## src/rtl/safe_box_pkg.sv

```systemverilog
// Shared types and constants for the safe-box code-entry controller.
// Latency: n/a (declarations only).
// Backpressure: n/a (declarations only).
package safe_box_pkg;

  // Controller states; the outputs decode from the registered state.
  typedef enum logic [1:0] {
    LOCKED   = 2'd0,
    UNLOCKED = 2'd1,
    ALARM    = 2'd2
  } lock_state_t;

  // Default code width and the password loaded on reset.
  localparam int          SAFE_CODE_W       = 4;
  localparam logic [3:0]  SAFE_DEFAULT_CODE = 4'b0101;

  // Width of the consecutive-failure counter (MAX_FAIL is at most 7).
  localparam int          FAIL_W            = 3;

endpackage

```

## src/rtl/alarm_hold_timer.sv

```systemverilog
// Counts the cycles spent in ALARM and flags the last one so the controller can relock.
// Latency: done is combinational from the count; count clears on start and outside run.
// Backpressure: none; free-running while run is high.
module alarm_hold_timer #(
  parameter int TICKS = 500_000_000
) (
  input  logic clk,
  input  logic rst,
  input  logic start,
  input  logic run,
  output logic done
);

  localparam int            W    = $clog2(TICKS + 1);
  localparam logic [W-1:0]  LAST = W'(TICKS - 1);

  logic [W-1:0] cnt_q;
  logic [W-1:0] cnt_d;

  // done marks the final ALARM cycle, giving exactly TICKS cycles of alarm.
  assign done = run && (cnt_q == LAST);

  // Next count: zero on entry and whenever idle, otherwise advance.
  always_comb begin
    cnt_d = '0;
    if (start) begin
      cnt_d = '0;
    end else if (run && !done) begin
      cnt_d = cnt_q + W'(1);
    end
  end

  // Count register.
  always_ff @(posedge clk) begin
    if (rst) begin
      cnt_q <= '0;
    end else begin
      cnt_q <= cnt_d;
    end
  end

endmodule

```

## src/rtl/safe_lock_ctrl.sv

```systemverilog
// Code-entry/lockout controller: unlocks on a password match, alarms after MAX_FAIL misses.
// Latency: every output is registered and follows the triggering edge by one cycle.
// Backpressure: none; each key_valid cycle is one entry. SAFE_LOCK_ALARM_TIMEOUT_EN adds a timed alarm exit.
module safe_lock_ctrl
  import safe_box_pkg::*;
#(
  parameter int                CODE_W       = SAFE_CODE_W,
  parameter logic [CODE_W-1:0] DEFAULT_CODE = CODE_W'(SAFE_DEFAULT_CODE),
  parameter int                MAX_FAIL     = 3,
  parameter int                ALARM_TICKS  = 500_000_000
) (
  input  logic              clk,
  input  logic              rst,
  input  logic [CODE_W-1:0] key_code,
  input  logic              key_valid,
  input  logic              set_mode,
  input  logic              lock_cmd,
  output logic              unlocked,
  output logic              alarm,
  output logic              err_pulse,
  output logic [FAIL_W-1:0] fail_cnt
);

  localparam logic [FAIL_W-1:0] FAIL_MAX  = FAIL_W'(MAX_FAIL);
  localparam logic [FAIL_W-1:0] FAIL_LAST = FAIL_W'(MAX_FAIL - 1);

  lock_state_t       state_q, state_d;
  logic [CODE_W-1:0] code_q, code_d;
  logic [FAIL_W-1:0] fail_cnt_q, fail_cnt_d;
  logic              err_pulse_q, err_pulse_d;
  logic              unlocked_q;
  logic              alarm_q;
  logic              alarm_done;

`ifdef SAFE_LOCK_ALARM_TIMEOUT_EN
  logic alarm_start;

  // Timer restarts on the edge that enters ALARM and runs while there.
  assign alarm_start = (state_q != ALARM) && (state_d == ALARM);

  alarm_hold_timer #(
    .TICKS (ALARM_TICKS)
  ) u_alarm_hold_timer (
    .clk   (clk),
    .rst   (rst),
    .start (alarm_start),
    .run   (state_q == ALARM),
    .done  (alarm_done)
  );
`else
  // Without the timeout, ALARM is held until reset.
  logic unused_alarm_ticks;
  assign unused_alarm_ticks = (ALARM_TICKS != 0);
  assign alarm_done         = 1'b0;
`endif

  // Next-state, password and failure-count decisions.
  always_comb begin
    state_d     = state_q;
    code_d      = code_q;
    fail_cnt_d  = fail_cnt_q;
    err_pulse_d = 1'b0;
    case (state_q)
      LOCKED: begin
        // set_mode is meaningless here: every strobe is an attempt.
        if (key_valid) begin
          if (key_code == code_q) begin
            state_d    = UNLOCKED;
            fail_cnt_d = '0;
          end else begin
            err_pulse_d = 1'b1;
            if (fail_cnt_q >= FAIL_LAST) begin
              state_d    = ALARM;
              fail_cnt_d = FAIL_MAX;
            end else begin
              fail_cnt_d = fail_cnt_q + FAIL_W'(1);
            end
          end
        end
      end
      UNLOCKED: begin
        // A store and a relock in the same cycle both take effect.
        if (key_valid && set_mode) begin
          code_d = key_code;
        end
        if (lock_cmd) begin
          state_d = LOCKED;
        end
      end
      ALARM: begin
        fail_cnt_d = FAIL_MAX;
        if (alarm_done) begin
          state_d    = LOCKED;
          fail_cnt_d = '0;
        end
      end
      default: begin
        state_d    = LOCKED;
        fail_cnt_d = '0;
      end
    endcase
  end

  // State register with outputs registered from the next state.
  always_ff @(posedge clk) begin
    if (rst) begin
      state_q     <= LOCKED;
      code_q      <= DEFAULT_CODE;
      fail_cnt_q  <= '0;
      err_pulse_q <= 1'b0;
      unlocked_q  <= 1'b0;
      alarm_q     <= 1'b0;
    end else begin
      state_q     <= state_d;
      code_q      <= code_d;
      fail_cnt_q  <= fail_cnt_d;
      err_pulse_q <= err_pulse_d;
      unlocked_q  <= (state_d == UNLOCKED);
      alarm_q     <= (state_d == ALARM);
    end
  end

  assign unlocked  = unlocked_q;
  assign alarm     = alarm_q;
  assign err_pulse = err_pulse_q;
  assign fail_cnt  = fail_cnt_q;

endmodule

```

## config.mk

```make
export PLATFORM = sky130hd
export DESIGN_NAME = safe_lock_ctrl
export DESIGN_NICKNAME = d
export VERILOG_FILES = /design/src/rtl/safe_box_pkg.sv /design/src/rtl/alarm_hold_timer.sv /design/src/rtl/safe_lock_ctrl.sv
export SDC_FILE = /design/constraint.sdc
export NUM_CORES = 1
export LEC_CHECK = 0
export BUFFER_PORTS_ARGS = -buffer_cell sky130_fd_sc_hd__buf_4
export CAP_MARGIN = 20
export CORE_AREA = 2 2 39 41
export DETAILED_ROUTE_END_ITERATION = 8
export DIE_AREA = 0 0 41 43
export MAX_ROUTING_LAYER = met4
export PLACE_DENSITY = 0.77
export REMOVE_ABC_BUFFERS = 1
export SLEW_MARGIN = 20
export SYNTH_ARGS = -nofsm -noshare
export SYNTH_HDL_FRONTEND = slang
export SYNTH_HIERARCHICAL = 1
export SYNTH_SLANG_ARGS = --single-unit
```

## constraint.sdc

```tcl
create_clock -name clk -period 1.35 [get_ports clk]
set_input_delay 0.27 -clock clk [delete_from_list [all_inputs] [get_ports clk]]
set_output_delay 0.27 -clock clk [all_outputs]
set_load 0.01 [all_outputs]
```

==> results.txt, run 1 <==
The run finished with clean final reports. The standard cell area after detailed placement came out at roughly 720 sq um. The mean number of vias per cell is 5.452. The maximum level of the CTS H-tree came out at 1. The clock latency reported for the late side of the worst-skew pair came out at between 0.2 and 0.3 ns.

For the worst setup path, the data required time is around 1.6 ns. In the synthesized netlist the async set-or-reset flop fraction comes to 0%. The worst setup slack after layout is around 0.08 ns. The number of top-level pins is 15. The sequential standard cell area is ~240 sq um. The setup violation total in the final timing report came out at 0. The synthesized design spends more area on one cell type than any other, namely dfxtp_1. The fraction of power consumed by sequential logic is roughly 44%. The first global-routing pass estimated between 1500 and 2000 um of wire. Walking the worst path, the cells encountered are inv_1 -> ha_1 -> a2111o_1 -> o22ai_1.

Of the total power, combinational logic draws about a third. The mean routed wirelength per cell is between 10 and 15 um. The number of gates resized after CTS is 0. The core area is ~0.0014 sq mm. The count of max-cap constraint violations is 0.

A synthesized cell averages between 10 and 15 sq um. The root buffer cell chosen for the clock tree is clkbuf_4. Wires add up to ~1200 um. The height of the chip is approximately 43 um. Broken down by cell family, the worst path's largest delay share belongs to compound AO/OA/AOI/OAI gates.

The combined global-route utilization of all metal layers came out at between 15 and 20%. The proportion of power drawn by the clock network came out at between 20% and 30%. Across the VDD grid, the largest voltage drop is between 0.5 and 0.6 mV.

The number of synthesized register bits came out at 12. The total congestion overflow is 0. Clock tree synthesis inserted a total of 3 buffers. Setup repair after global routing could not meet its margin everywhere.

The proportion of layout cells with a drive suffix above 1 is between 30 and 40%. The switching power as a share of total power is between 30% and 40%. The largest buffer count on any clock path came out at 2. The largest net degree at the start of global routing is 10. The detailed-route via count came out at around 510.

For this design the static power due to leakage is around 0.34 nW. The launching element type of the critical path is a flip-flop. After synthesis the cells add up to between 500 and 600 sq um.

The peak fanout along the critical path came out at 2. The remaining antenna violation count after routing is 0. The finished layout cell area is 747.0 sq um. The number of input and output port buffers inserted came out at 14. The final period demand of the worst path is between 1 and 1.5 ns. The remaining design rule violation count is 0. The final count of hold timing violations is 0. The pre-antenna-repair detailed-routing pass consisted of 4 iterations. The count of final max-slew check failures came to 0. The number of inserted filler cells in the final layout came out at roughly 120. The area growth from synthesis to final layout came out at 27.56%. The count of clock tree sinks is 12. The post-detailed-placement half-perimeter wirelength came out at between 900 and 1000 um. By startpoint and endpoint, the worst setup path is classified as reg2reg. The number of antenna violations at the first check in global routing is 0.

Counting instances in the post-synthesis netlist gives the leading cell types as dfxtp_1, nor2_1, o21ai_1. The number of synthesized flops with an enable pin came out at 0. Among all flip-flop cells after synthesis, the most frequent one is dfxtp_1. The instance count of the mapped netlist came out at 58.

Measured on the finished design, the core utilization comes to between 50% and 60%. The standard cell with the maximum stage delay on the critical path is a2111o_1. Summing the sequential cell areas from Yosys gives about two fifths of the chip area. The highest cell delay on the worst timing path came out at roughly 0.37 ns. The clock input transition at the sequential cells of the worst setup and hold paths came out at 0.07 ns. TritonCTS built the clock tree. The number of DRC markers in iteration 0 came out at 23. The area share of the largest cell type after synthesis came out at roughly two fifths. The via count of the first global-routing pass is 475.

The cell total after placement came out at 90. Counting both buffers and inverters, the worst setup path holds a total of 1. The highest clock frequency the design can meet came out at 787.3 MHz. OpenSTA, run right after detailed placement, puts the worst setup slack at between 0.09 and 0.1 ns. The die covers around 0.0018 sq mm. The class of the tightest hold or removal check is in2reg. The number of core rows is 14. The footprint of the multi-input gates came out at between 300 and 400 sq um. Summed over all nets, the switching power comes to around 330 uW. The relative slew slack came out at 78.38%. The power density over cell area came out at between 1000 and 1500 mW/mm^2. The post-CTS setup buffer count came out at 0. The internal power consumption is between 600 and 700 uW. The congestion estimate from routability-driven global placement came to 0.8271. The most common cell in the synthesized netlist is dfxtp_1.

0 antenna diodes ended up in the layout. The transition at the pin with the smallest max-transition slack is between 0.3 and 0.4 ns. The final-stage net count is 90. The total number of yosys warnings came out at 6. The floorplan die width came out at between 40 and 50 um. After routing, the total negative slack on setup checks comes to 0 ns. For the final database, setup skew stands at 0.002215 ns. The initial standard-cell utilization of the core is approximately 42%.

The final critical-path share of the clock period came out at between 90% and 100%. Yosys attributes the largest share of cell area to dfxtp_1, xor2_1, ha_1. Data arrives at the worst endpoint at around 1.5 ns. The worst setup path is captured at a flip-flop. For this run, the number of standard cells in the final layout without fillers is 93.

The count of unique library cells instantiated by Yosys came out at 28.
-- metrics by stage --
stage	power, mW	hold WS, ns
after floorplan	0.6363	0.3395
after global placement	0.8009	0.4989
after detailed placement	0.8129	0.5002
after CTS	1.029	0.2290
after global routing	1.095	0.2406
final	1.028	0.2348
-- cells by family (layout without fill, tap and decap cells) --
family,count (synthesis),count (layout),synth area share (%)
XOR/XNOR,4,4,5.982
multiplexers,2,2,3.419
buffers and inverters,4,23,4.059
flip-flops,12,12,41.03
adder cells (fa/ha/maj),2,2,4.273
AO/OA/AOI/OAI,13,13,14.32
AND/OR/NAND/NOR,21,21,26.92
-- flip-flops by register name, summed over array words and instances, names as in the netlist --
name and flops:
code_q 4, fail_cnt 3, state_q 2, alarm 1, err_pulse 1, unlocked 1
-- placed cells by master, fill, tap and decap left out, drive strengths merged --
cell type / n
ha: 2
nand4: 1
nand3: 1
inv: 2
nor3b: 3
nand4b: 1
o22ai: 2
or3: 1
a31o: 2
mux2i: 2
o21ai: 5
nor4b: 1
nor4: 1
nor2: 6
nand3b: 1
nor2b: 2
nor3: 1
xor2: 4
a21oi: 2
or3b: 1
a2111o: 1
buf: 18
a21o: 1
dfxtp: 12
nand2b: 1
clkbuf: 3
-- power groups by stage --
stage / Combinational [mW] / Sequential [mW] / Clock (mW)
after detailed placement: 0.353 / 0.460 / 0
after global placement: 0.342 / 0.459 / 0
after global routing: 0.395 / 0.461 / 0.239
after CTS: 0.354 / 0.452 / 0.223
final: 0.358 / 0.453 / 0.217
after floorplan: 0.150 / 0.486 / 0
-- final timing paths --
path | cells past startpoint | from | to | slack, ns
setup / recovery | 4 | fail_cnt[0]$_SDFFE_PP0P_ | fail_cnt[1]$_SDFFE_PP0P_ | 0.08
hold / removal | 2 | rst | err_pulse$_SDFF_PP0_ | 0.23
hold reg to reg | 2 | fail_cnt[2]$_SDFFE_PP0P_ | fail_cnt[2]$_SDFFE_PP0P_ | 0.51
setup reg to reg | 4 | fail_cnt[0]$_SDFFE_PP0P_ | fail_cnt[1]$_SDFFE_PP0P_ | 0.08
-- cell type report --
| type | instances | area share (%) |
|---|---|---|
| flip-flops and latches | 12 | 32.16 |
| multi-input cells | 42 | 43.05 |
| inverters | 2 | 1.005 |
| repair buffers | 18 | 18.09 |
| clock buffers | 3 | 3.015 |
| well taps | 16 | 2.680 |
-- routing by layer --
layer	global-route usage (%)	vias up	share of wire, %
met2	24.69	22	47
met4	10.00	0	2.8
met1	21.90	233	44
met3	4.712	4	6.2
met5	-	-	0
li1	-	248	-
-- timing repair --
action	4_1_cts	5_1_grt
hold endpoints to repair	0	0
hold buffers	0	0
setup endpoints to repair	0	2
Power figures use the tool's default switching activity.
==> inputs of run 2 (changes only) <==
--- a/config.mk
+++ b/config.mk
@@ -11,7 +11,7 @@
 export DETAILED_ROUTE_END_ITERATION = 8
 export DIE_AREA = 0 0 41 43
 export MAX_ROUTING_LAYER = met4
-export PLACE_DENSITY = 0.77
+export PLACE_DENSITY_LB_ADDON = 0.1
 export REMOVE_ABC_BUFFERS = 1
 export SLEW_MARGIN = 20
 export SYNTH_ARGS = -nofsm -noshare
==> constraint.sdc (replaced) <==
create_clock -name clk -period 1.2 [get_ports clk]
set_input_delay 0.24 -clock clk [delete_from_list [all_inputs] [get_ports clk]]
set_output_delay 0.24 -clock clk [all_outputs]
set_load 0.01 [all_outputs]
==> run 2 against run 1 <==
  * Via count increased by 4.1%
  * Hold slack lost 0.023 ns
  * Clock power up 44%
  * Die area did not move
  * Worst setup slack got worse by 0.078 ns
  * Design area is 15% higher
  * Total power grew 29%
  * Register-to-register slack lost 0.08 ns
  * Sequential share of layout area fell by 3.2 points
  * Cell count up 5.4%
  * Sequential power up 17%
==> results.txt, run 2 (synthesis gave the netlist of run 1 again) <==
The number of cells on the worst reg-to-reg path was 4 (unchanged). The hold buffer count at cts is 0 (unchanged). The wire length of the first global-routing pass came to 1904 um (was 1980 um). The number of flip-flops under the largest register name is 4 (unchanged). The relative slew slack is 80.05% (was 78.38%). The launching element type of the critical path is a flip-flop (unchanged).

The nature of the critical path endpoint is a flip-flop (unchanged). The maximum level of the CTS H-tree is 1 (unchanged). The leakage power total is 0.3745 nW (was 0.3367 nW).

The highest cell delay on the worst timing path is 0.41 ns (was 0.37 ns). Setup repair after global routing missed its margin: yes (unchanged). The via count of the first global-routing pass came out at 470 (was 475).

The number of antenna violations at the first check in global routing is 0 (unchanged). The highest clock frequency the design can meet came out at 834.4 MHz (was 787.3 MHz). The proportion of layout cells with a drive suffix above 1 came to 51.22% (was 31.17%). The register bank with the most flops is code_q (unchanged). The count of final max-slew check failures came out at 0 (unchanged).

Cell chain of the critical path: inv_2 -> ha_4 -> a2111o_1 -> o22ai_2 (was inv_1 -> ha_1 -> a2111o_1 -> o22ai_1). The class of the tightest hold or removal check was in2reg (unchanged). The height of the chip is 43 um (unchanged).

The utilization of the core after routing was 61.84% (was 53.98%). The core area came to 0.001384 sq mm (unchanged). The number of input and output port buffers inserted came out at 14 (unchanged). The critical path launch point is fail_cnt[0]$_SDFFE_PP0P_ (unchanged). The routability-driven placement congestion ratio came out at 0.7538 (was 0.8271).

The minimum setup slack after placement is -0.07828 ns (was 0.09631 ns). The area growth from synthesis to final layout came to 46.15% (was 27.56%). The remaining design rule violation count was 0 (unchanged). The remaining antenna violation count after routing came out at 0 (unchanged). The most common library cell in the layout ignoring fill and taps is buf_4 (unchanged). The peak fanout along the critical path is 2 (unchanged). The sum of routed wire length over all layers is 1193 um (was 1234 um). The mean routed wirelength per cell was 12.17 um (was 13.27 um). The routed metal-1 wire length came out at 581 um (was 543 um). The antenna diode count was 0 (unchanged). The largest net degree at the start of global routing is 10 (unchanged). The start point of the worst hold path is rst (unchanged). The depth of the worst hold-timing path came out at 2 (unchanged).

The endpoint of the worst hold path is err_pulse$_SDFF_PP0_ (unchanged). The number of iterations in the first detailed-routing pass came out at 4 (unchanged). The final count of hold timing violations came out at 0 (unchanged). The endpoint required time on the critical path is 1.39 ns (was 1.55 ns). The post-route total power is 1.327 mW (was 1.028 mW). The worst setup slack after layout is 0.001580 ns (was 0.07991 ns). The clock input transition at the sequential cells of the worst setup and hold paths came out at 0.08 ns (was 0.07 ns). The floorplan die width is 41 um (unchanged).

The final-stage net count was 94 (was 90). The met2 wirelength from detailed routing is 553 um (was 578 um). The critical path arrival is 1.39 ns (was 1.47 ns). The final-layout setup total negative slack is 0 ns (unchanged). The maximum VDD drop is 1.014 mV (was 0.5692 mV). Run status: complete, no violations (unchanged). The worst clock skew is 0.005060 ns (was 0.002215 ns). The clock latency reported for the late side of the worst-skew pair is 0.26 ns (was 0.27 ns). The launching point of the worst reg2reg path was fail_cnt[0]$_SDFFE_PP0P_ (unchanged). The top layer used by detailed routing was met4 (unchanged). The number of top-level pins was 15 (unchanged). The cell chosen for the clock root is clkbuf_4 (unchanged).

The full die area came out at 0.001763 sq mm (unchanged). The number of inserted filler cells in the final layout is 131 (was 121). The end of the worst register-to-register path is fail_cnt[1]$_SDFFE_PP0P_ (unchanged). The total congestion overflow was 0 (unchanged). The number of DRC markers in iteration 0 is 9 (was 23).

The category of the critical setup timing path is reg2reg (unchanged). The routed length on met3 came out at 44 um (was 77 um). The initial standard-cell utilization of the core came out at 42.31% (unchanged). The transition at the pin with the smallest max-transition slack came out at 0.2970 ns (was 0.3238 ns).

The number of core rows was 14 (unchanged). The power density over cell area came out at 1551 mW/mm^2 (was 1376 mW/mm^2). The standard cell with the maximum stage delay on the critical path is a2111o_1 (unchanged). The combined global-route utilization of all metal layers came to 16.31% (was 17.58%).

The mean number of vias per cell is 5.388 (was 5.452). The worst setup slack for register-to-register paths came out at 0.002 ns (was 0.08 ns). The count of clock tree sinks came out at 12 (unchanged).

The setup violation total in the final timing report came to 0 (unchanged). The number of clock buffers inserted by TritonCTS came out at 3 (unchanged). The clock tree from TritonCTS is built (unchanged). The count of max-cap constraint violations came out at 0 (unchanged).

The final critical-path share of the clock period came to 99.87% (was 94.08%). The largest buffer count on any clock path came out at 2 (unchanged). The detailed-route via count is 528 (was 507). Most frequent cells in the layout: buf_4, nor2_1, dfxtp_1, dfxtp_2, o21ai_1 (was buf_4, dfxtp_1, nor2_1). The final period demand of the worst path is 1.198 ns (was 1.270 ns).
run 2: metrics by stage:
step                      hold slack [ns]  area, sq um  instances
after floorplan                    0.3095        569.3         56
after global placement             0.4895        754.5         94
after detailed placement           0.4990        754.5         94
after CTS                          0.2162        803.3         97
after global routing               0.2167        855.8         98
final                              0.2117        855.8         98
run 2: layout make-up:
type                            instances  area (sq um)  share of cell area, %
Multi-Input combinational cell         42         367.9                  42.98
Tap cell                               16         20.02                  2.339
Timing Repair Buffer                   22         176.4                  20.61
Inverter                                2         7.507                 0.8772
Clock buffer                            4         36.28                  4.240
Sequential cell                        12         247.7                  28.95
run 2: timing repair:
item                                    4_1_cts  5_1_grt
resized for setup                             7       10
pin swaps                                     3        6
endpoints found under the setup margin        5       11
buffers inserted                              0        1
run 2: worst max-delay path, delay by kind of cell, from the launching register on:
kind / cells / cell delay (ns)
AO/OA/AOI/OAI: 2 / 0.54
flip-flops: 1 / 0.35
buffers and inverters: 1 / 0.04
adder cells (fa/ha/maj): 1 / 0.20
run 2: how the worst max path moves through the flow:
stage                                     endpoint  slack, ns  depth (start not counted)
after floorplan           fail_cnt[1]$_SDFFE_PP0P_      -0.09                          4
after global placement    fail_cnt[1]$_SDFFE_PP0P_      -0.06                          6
after detailed placement  fail_cnt[1]$_SDFFE_PP0P_      -0.08                          6
after CTS                 fail_cnt[1]$_SDFFE_PP0P_      0.001                          4
after global routing      fail_cnt[1]$_SDFFE_PP0P_      -0.03                          4
final                     fail_cnt[1]$_SDFFE_PP0P_      0.002                          4
run 2: power by group:
| group | leakage, nW | internal, mW | switching [mW] |
|---|---|---|---|
| clock network | 0.0210 | 0.184 | 0.130 |
| logic | 0.253 | 0.282 | 0.204 |
| registers | 0.100 | 0.465 | 0.0629 |
run 2: routing by layer:
metal,vias up,GRT usage [%]
li1,258,-
met1,257,23.38
met2,11,21.88
met3,2,4.712
met4,0,4.667
met5,-,-
